### src/rtl/enemy_control.sv
// Single enemy bomber: spawns at a fixed entry point and flies one DAC step
// per speed tick toward its target base until it arrives or is destroyed.
package vector_pkg;
    localparam int DAC_WIDTH = 8;
endpackage

package ROM_pkg;
    localparam int X_BASE1 = 64;
    localparam int Y_BASE1 = 16;
    localparam int X_BASE2 = 128;
    localparam int Y_BASE2 = 24;
    localparam int X_BASE3 = 192;
    localparam int Y_BASE3 = 16;
endpackage

module enemy_control
    import vector_pkg::*;
    import ROM_pkg::*;
#(
    parameter int OUT_WIDTH   = DAC_WIDTH,
    parameter int TARGET_BASE = 1,
    parameter int X_START     = 0,
    parameter int Y_START     = 2**OUT_WIDTH-1
) (
    input  logic                 clk,
    input  logic                 rst,
    input  logic                 en,
    input  logic                 spawn_pulse,
    input  logic                 speed_pulse,
    output logic                 spawn,
    output logic [OUT_WIDTH-1:0] xenemy,
    output logic [OUT_WIDTH-1:0] yenemy
);

    // Unknown base selects fall back to base 1
    localparam int TXI = (TARGET_BASE == 2) ? X_BASE2 :
                         (TARGET_BASE == 3) ? X_BASE3 : X_BASE1;
    localparam int TYI = (TARGET_BASE == 2) ? Y_BASE2 :
                         (TARGET_BASE == 3) ? Y_BASE3 : Y_BASE1;

    localparam logic [OUT_WIDTH-1:0] TX = OUT_WIDTH'(TXI);
    localparam logic [OUT_WIDTH-1:0] TY = OUT_WIDTH'(TYI);
    localparam logic [OUT_WIDTH-1:0] XS = OUT_WIDTH'(X_START);
    localparam logic [OUT_WIDTH-1:0] YS = OUT_WIDTH'(Y_START);

    typedef enum logic [1:0] {
        IDLE,
        FLYING,
        ARRIVED
    } state_t;

    state_t                 state_q, state_d;
    logic [OUT_WIDTH-1:0]   x_q, x_d;
    logic [OUT_WIDTH-1:0]   y_q, y_d;
    logic                   spawn_q, spawn_d;

    // Compare before stepping so the coordinate can never overshoot or wrap
    function automatic logic [OUT_WIDTH-1:0] step_to(
        input logic [OUT_WIDTH-1:0] cur,
        input logic [OUT_WIDTH-1:0] tgt
    );
        if (cur < tgt)
            return cur + 1'b1;
        else if (cur > tgt)
            return cur - 1'b1;
        else
            return cur;
    endfunction

    always_ff @(posedge clk or posedge rst) begin
        if (rst) begin
            state_q <= IDLE;
            x_q     <= XS;
            y_q     <= YS;
            spawn_q <= 1'b0;
        end else begin
            state_q <= state_d;
            x_q     <= x_d;
            y_q     <= y_d;
            spawn_q <= spawn_d;
        end
    end

    always_comb begin
        state_d = state_q;
        x_d     = x_q;
        y_d     = y_q;
        if (!en) begin
            state_d = IDLE;
            x_d     = XS;
            y_d     = YS;
        end else begin
            unique case (state_q)
                IDLE: begin
                    if (spawn_pulse) begin
                        state_d = FLYING;
                        x_d     = XS;
                        y_d     = YS;
                    end
                end
                FLYING: begin
                    if (x_q == TX && y_q == TY) begin
                        state_d = ARRIVED;
                    end else if (speed_pulse) begin
                        x_d = step_to(x_q, TX);
                        y_d = step_to(y_q, TY);
                    end
                end
                ARRIVED: begin
                    state_d = ARRIVED;
                end
                default: begin
                    state_d = IDLE;
                    x_d     = XS;
                    y_d     = YS;
                end
            endcase
        end
        spawn_d = (state_d != IDLE);
    end

    assign spawn  = spawn_q;
    assign xenemy = x_q;
    assign yenemy = y_q;

endmodule

### config.mk
export PLATFORM = sky130hd
export DESIGN_NAME = enemy_control
export DESIGN_NICKNAME = d
export VERILOG_FILES = /design/src/rtl/enemy_control.sv
export SDC_FILE = /design/constraint.sdc
export NUM_CORES = 1
export LEC_CHECK = 0
export ABC_AREA = 1
export BUFFER_PORTS_ARGS = -buffer_cell sky130_fd_sc_hd__buf_2
export CAP_MARGIN = 20
export CORE_UTILIZATION = 55
export DETAILED_ROUTE_END_ITERATION = 12
export PLACE_DENSITY = 0.77
export SKIP_LAST_GASP = 1
export SYNTH_ARGS = -nofsm -noshare
export SYNTH_HDL_FRONTEND = slang
export SYNTH_SLANG_ARGS = --single-unit
### constraint.sdc
create_clock -name clk -period 2.2 [get_ports clk]
set_input_delay 0.11 -clock clk [delete_from_list [all_inputs] [get_ports clk]]
set_output_delay 0.11 -clock clk [all_outputs]
set_load 0.005 [all_outputs]
==> metrics.txt <==
number of clock sinks 19; CTS buffer count 3; final period utilization between 90% and 100%; NetSw ~250 uW; largest cells by area after synthesis dfrtp_1 (18%), dfstp_2 (14%), nand2_1 (13%), ha_1 (9.0%), nand3_1 (6.3%); antenna cell count 0; clk_lat worst skew 300 ps; shortest clock period the worst path allows after layout 2010 ps; post-synthesis sequential area ratio 31.9%; R2R Setup Slk 190 ps; largest fanout of any net on the critical path 8; Overall Global Routing Usage 23.6%; global placer's final weighted congestion approximately 0.84; number of global-route vias before repair 1217; remaining antenna violation count after routing 0; portion of total power attributed to the clock network a little under a quarter; DIE AREA 0.00298 mm^2; effective utilization at floorplan 59.8%; outcome complete, no violations; Slew @ Worst Pin 719 ps; final net count approximately 240; slowest cell delay on critical path just over 400 ps; cell-internal power approximately 520 uW; Syn Area/Cell 7.65 um^2; data arrival time of the critical path 2240 ps; total of warnings raised by yosys 0; Post-CTS Setup Repair Bufs 0; slew margin rel. 52.0%; die height between 50 and 60 um; startpoint class of the critical path flop; final cell count without fillers around 250; die width 54.6 um; area share of the largest cell type after synthesis between 10% and 20%; first-pass GRT wire length 5020 um; buffer type at the clock tree root clkbuf_4; setup repair after global routing missed its margin false; critical path class flop to flop; boundary pin count 22; max cap viols 0; pin count of the biggest net entering global routing 20; Area growth syn-to-layout 11.3%; via count between 1000 and 1500; final max-slew violation count 0; Post-Synthesis Cells between 150 and 200; min-delay worst type input pin to flop; average detailed-routed wire length per instance 12.1 um; worst supply voltage drop on vdd 0.371 mV; number of library cell types mapped by synthesis 31; I/O Buffers 21; DR vias/cell approximately 5.3; number of nets in the synthesized netlist roughly 220; Clock Tree Buf Depth 2; total placed cells including tap cells ~250; grt total ovfl 0; core outline area between 0.002 and 0.003 mm^2; maximum level of the CTS H-tree 1; PwrDens 451 mW/mm^2; CTS tree yes; starting DRC count in detailed routing 29; crit-path cells nor2_1 > nand2_2 > ha_1 > a21oi_1 > nand3_1 > a21oi_1 > nor2_1 > a21oi_2; DRT Pass-1 Iters 4; fraction of final layout cells sized beyond drive strength 1 24.6%; leading area contributor after synthesis dfrtp_1; combinational cell fraction of total power between 20% and 30%; sequential group share of total power between 50 and 60%; initial antenna violation count 0; detailed-route DRC error count 0; slowest library cell on the worst path dfstp_2; Synth Cell Area between 0.0015 and 0.002 mm^2; leakage dissipation between 0.8 and 0.9 nW; post-detailed-placement half-perimeter wirelength around 2500 um; maximum clock frequency about 0.5 GHz; clock transition at the registers of the reported paths 110 ps; synthesized flop and latch total 19; Total Negative Setup Slacks 0 ps; Hold Vio Cnt, Final 0; total routed wirelength approximately 3100 um; setup clock skew after layout 9.72 ps; required arrival time at the worst endpoint around 2400 ps; Critical Path Sink Type flop; Finish-stage setup viols 0; FP Rows 18; switching power as a share of total power around a third
-- cell families (layout without fill, tap and decap cells) --
kind of cell             Yosys count  in the layout  share of synthesized area (%)
AND/OR/NAND/NOR                  104            104                           34.9
AO/OA/AOI/OAI                     32             32                           12.1
buffers and inverters             27             52                           7.15
flip-flops                        19             19                           31.9
adder cells (fa/ha/maj)           13             13                           11.7
XOR/XNOR                           4              4                           2.30
-- synth_stat cells --
library cell	n
a21boi_0	1
a21oi_1	11
a21oi_2	2
a21oi_4	1
and2_1	1
buf_6	1
dfrtp_1	11
dfstp_2	8
fa_1	2
ha_1	11
inv_1	23
inv_2	3
nand2_1	51
nand2_2	2
nand2_4	1
nand3_1	19
nand3_2	3
nand3_4	1
nand3b_1	1
nand4_1	2
nand4_2	1
nor2_1	15
nor2_2	1
nor2_4	4
nor2_8	1
o211ai_1	1
o21ai_0	9
o21ai_1	7
or2_2	1
xnor2_1	2
xor2_1	2
-- per-stage QoR --
stage / worst slack [ps] / utilization (%) / cell area, um^2 / power, mW / hold WS [ps]
floorplan: 389 / - / 1520 / 0.541 / 55.2
global placement: 288 / 64.9 / 1650 / 0.585 / 251
global route: 25.6 / 66.5 / 1690 / 0.814 / 94.6
CTS: 110 / 66.4 / 1690 / 0.771 / 78.0
detailed placement: 157 / 64.9 / 1650 / 0.593 / 263
finish: 194 / 66.5 / 1690 / 0.764 / 82.0
-- registers in the layout (all words and copies together) (netlist names) --
register  flops
spawn         1
yenemy        8
xenemy        8
state_q       2
-- cell usage in the layout (no fill, tap or decap), types with 2 or more instances in the layout --
| cell type | synthesis | routed |
|---|---|---|
| fa_1 | 2 | 2 |
| nor2_4 | 4 | 4 |
| clkbuf_4 | 0 | 3 |
| dfstp_2 | 8 | 8 |
| nand3_1 | 19 | 19 |
| nand2_1 | 51 | 50 |
| a21oi_1 | 11 | 11 |
| o21ai_0 | 9 | 9 |
| ha_1 | 11 | 11 |
| o21ai_1 | 7 | 7 |
| nand4_1 | 2 | 2 |
| buf_2 | 0 | 21 |
| nand3_2 | 3 | 3 |
| inv_1 | 23 | 23 |
| dfrtp_1 | 11 | 11 |
| xor2_1 | 2 | 2 |
| xnor2_1 | 2 | 2 |
| nand2_2 | 2 | 3 |
| nor2_1 | 15 | 15 |
| a21oi_2 | 2 | 2 |
| inv_2 | 3 | 3 |
-- final timing paths --
kind                                             from                     to  cells past startpoint
min in group asynchronous                         rst  xenemy[1]$_DFFE_PP0P_                      3
worst max-delay path            yenemy[4]$_DFFE_PP1P_  yenemy[7]$_DFFE_PP1P_                      8
worst max register to register  yenemy[4]$_DFFE_PP1P_  yenemy[7]$_DFFE_PP1P_                      8
worst min-delay path                               en   state_q[0]$_DFF_PP0_                      3
max in group asynchronous                         rst   state_q[1]$_DFF_PP0_                      3
worst min register to register  yenemy[3]$_DFFE_PP1P_  yenemy[3]$_DFFE_PP1P_                      2
-- power groups by stage --
stage          Clock (mW)  Combinational (mW)  Sequential, mW
6_report            0.175               0.178           0.411
5_1_grt             0.197               0.201           0.416
4_1_cts             0.182               0.178           0.411
3_5_place_dp            0               0.176           0.417
3_3_place_gp            0               0.169           0.416
2_1_floorplan           0               0.126           0.414
-- metal layers --
layer,track usage (%),wire [um]
met1,28.0,1400
met2,43.4,1540
met3,2.50,85
met4,8.12,33
met5,0,0
-- worst max-delay path: cells and delay by family (launching register included) --
kind | cells | cell delay (ps)
compound gates | 3 | 550
fa+ha+maj | 1 | 370
flops | 1 | 410
simple gates | 4 | 620
-- layout make-up --
class | count | area (um^2)
fill | 223 | 852
clock buffer | 3 | 22.5
multi-input combinational | 153 | 930
inverter | 26 | 97.6
tap | 30 | 37.5
sequential | 19 | 485
timing repair buffer | 22 | 115
clock inverter | 1 | 5.00
-- timing repair --
| item | in CTS | in global routing |
|---|---|---|
| endpoints found under the hold margin | 11 | 0 |
| resized for setup | 0 | 1 |
| endpoints found under the setup margin | 0 | 1 |
| hold buffers | 1 | 0 |
(Power assumes the default switching activity.)
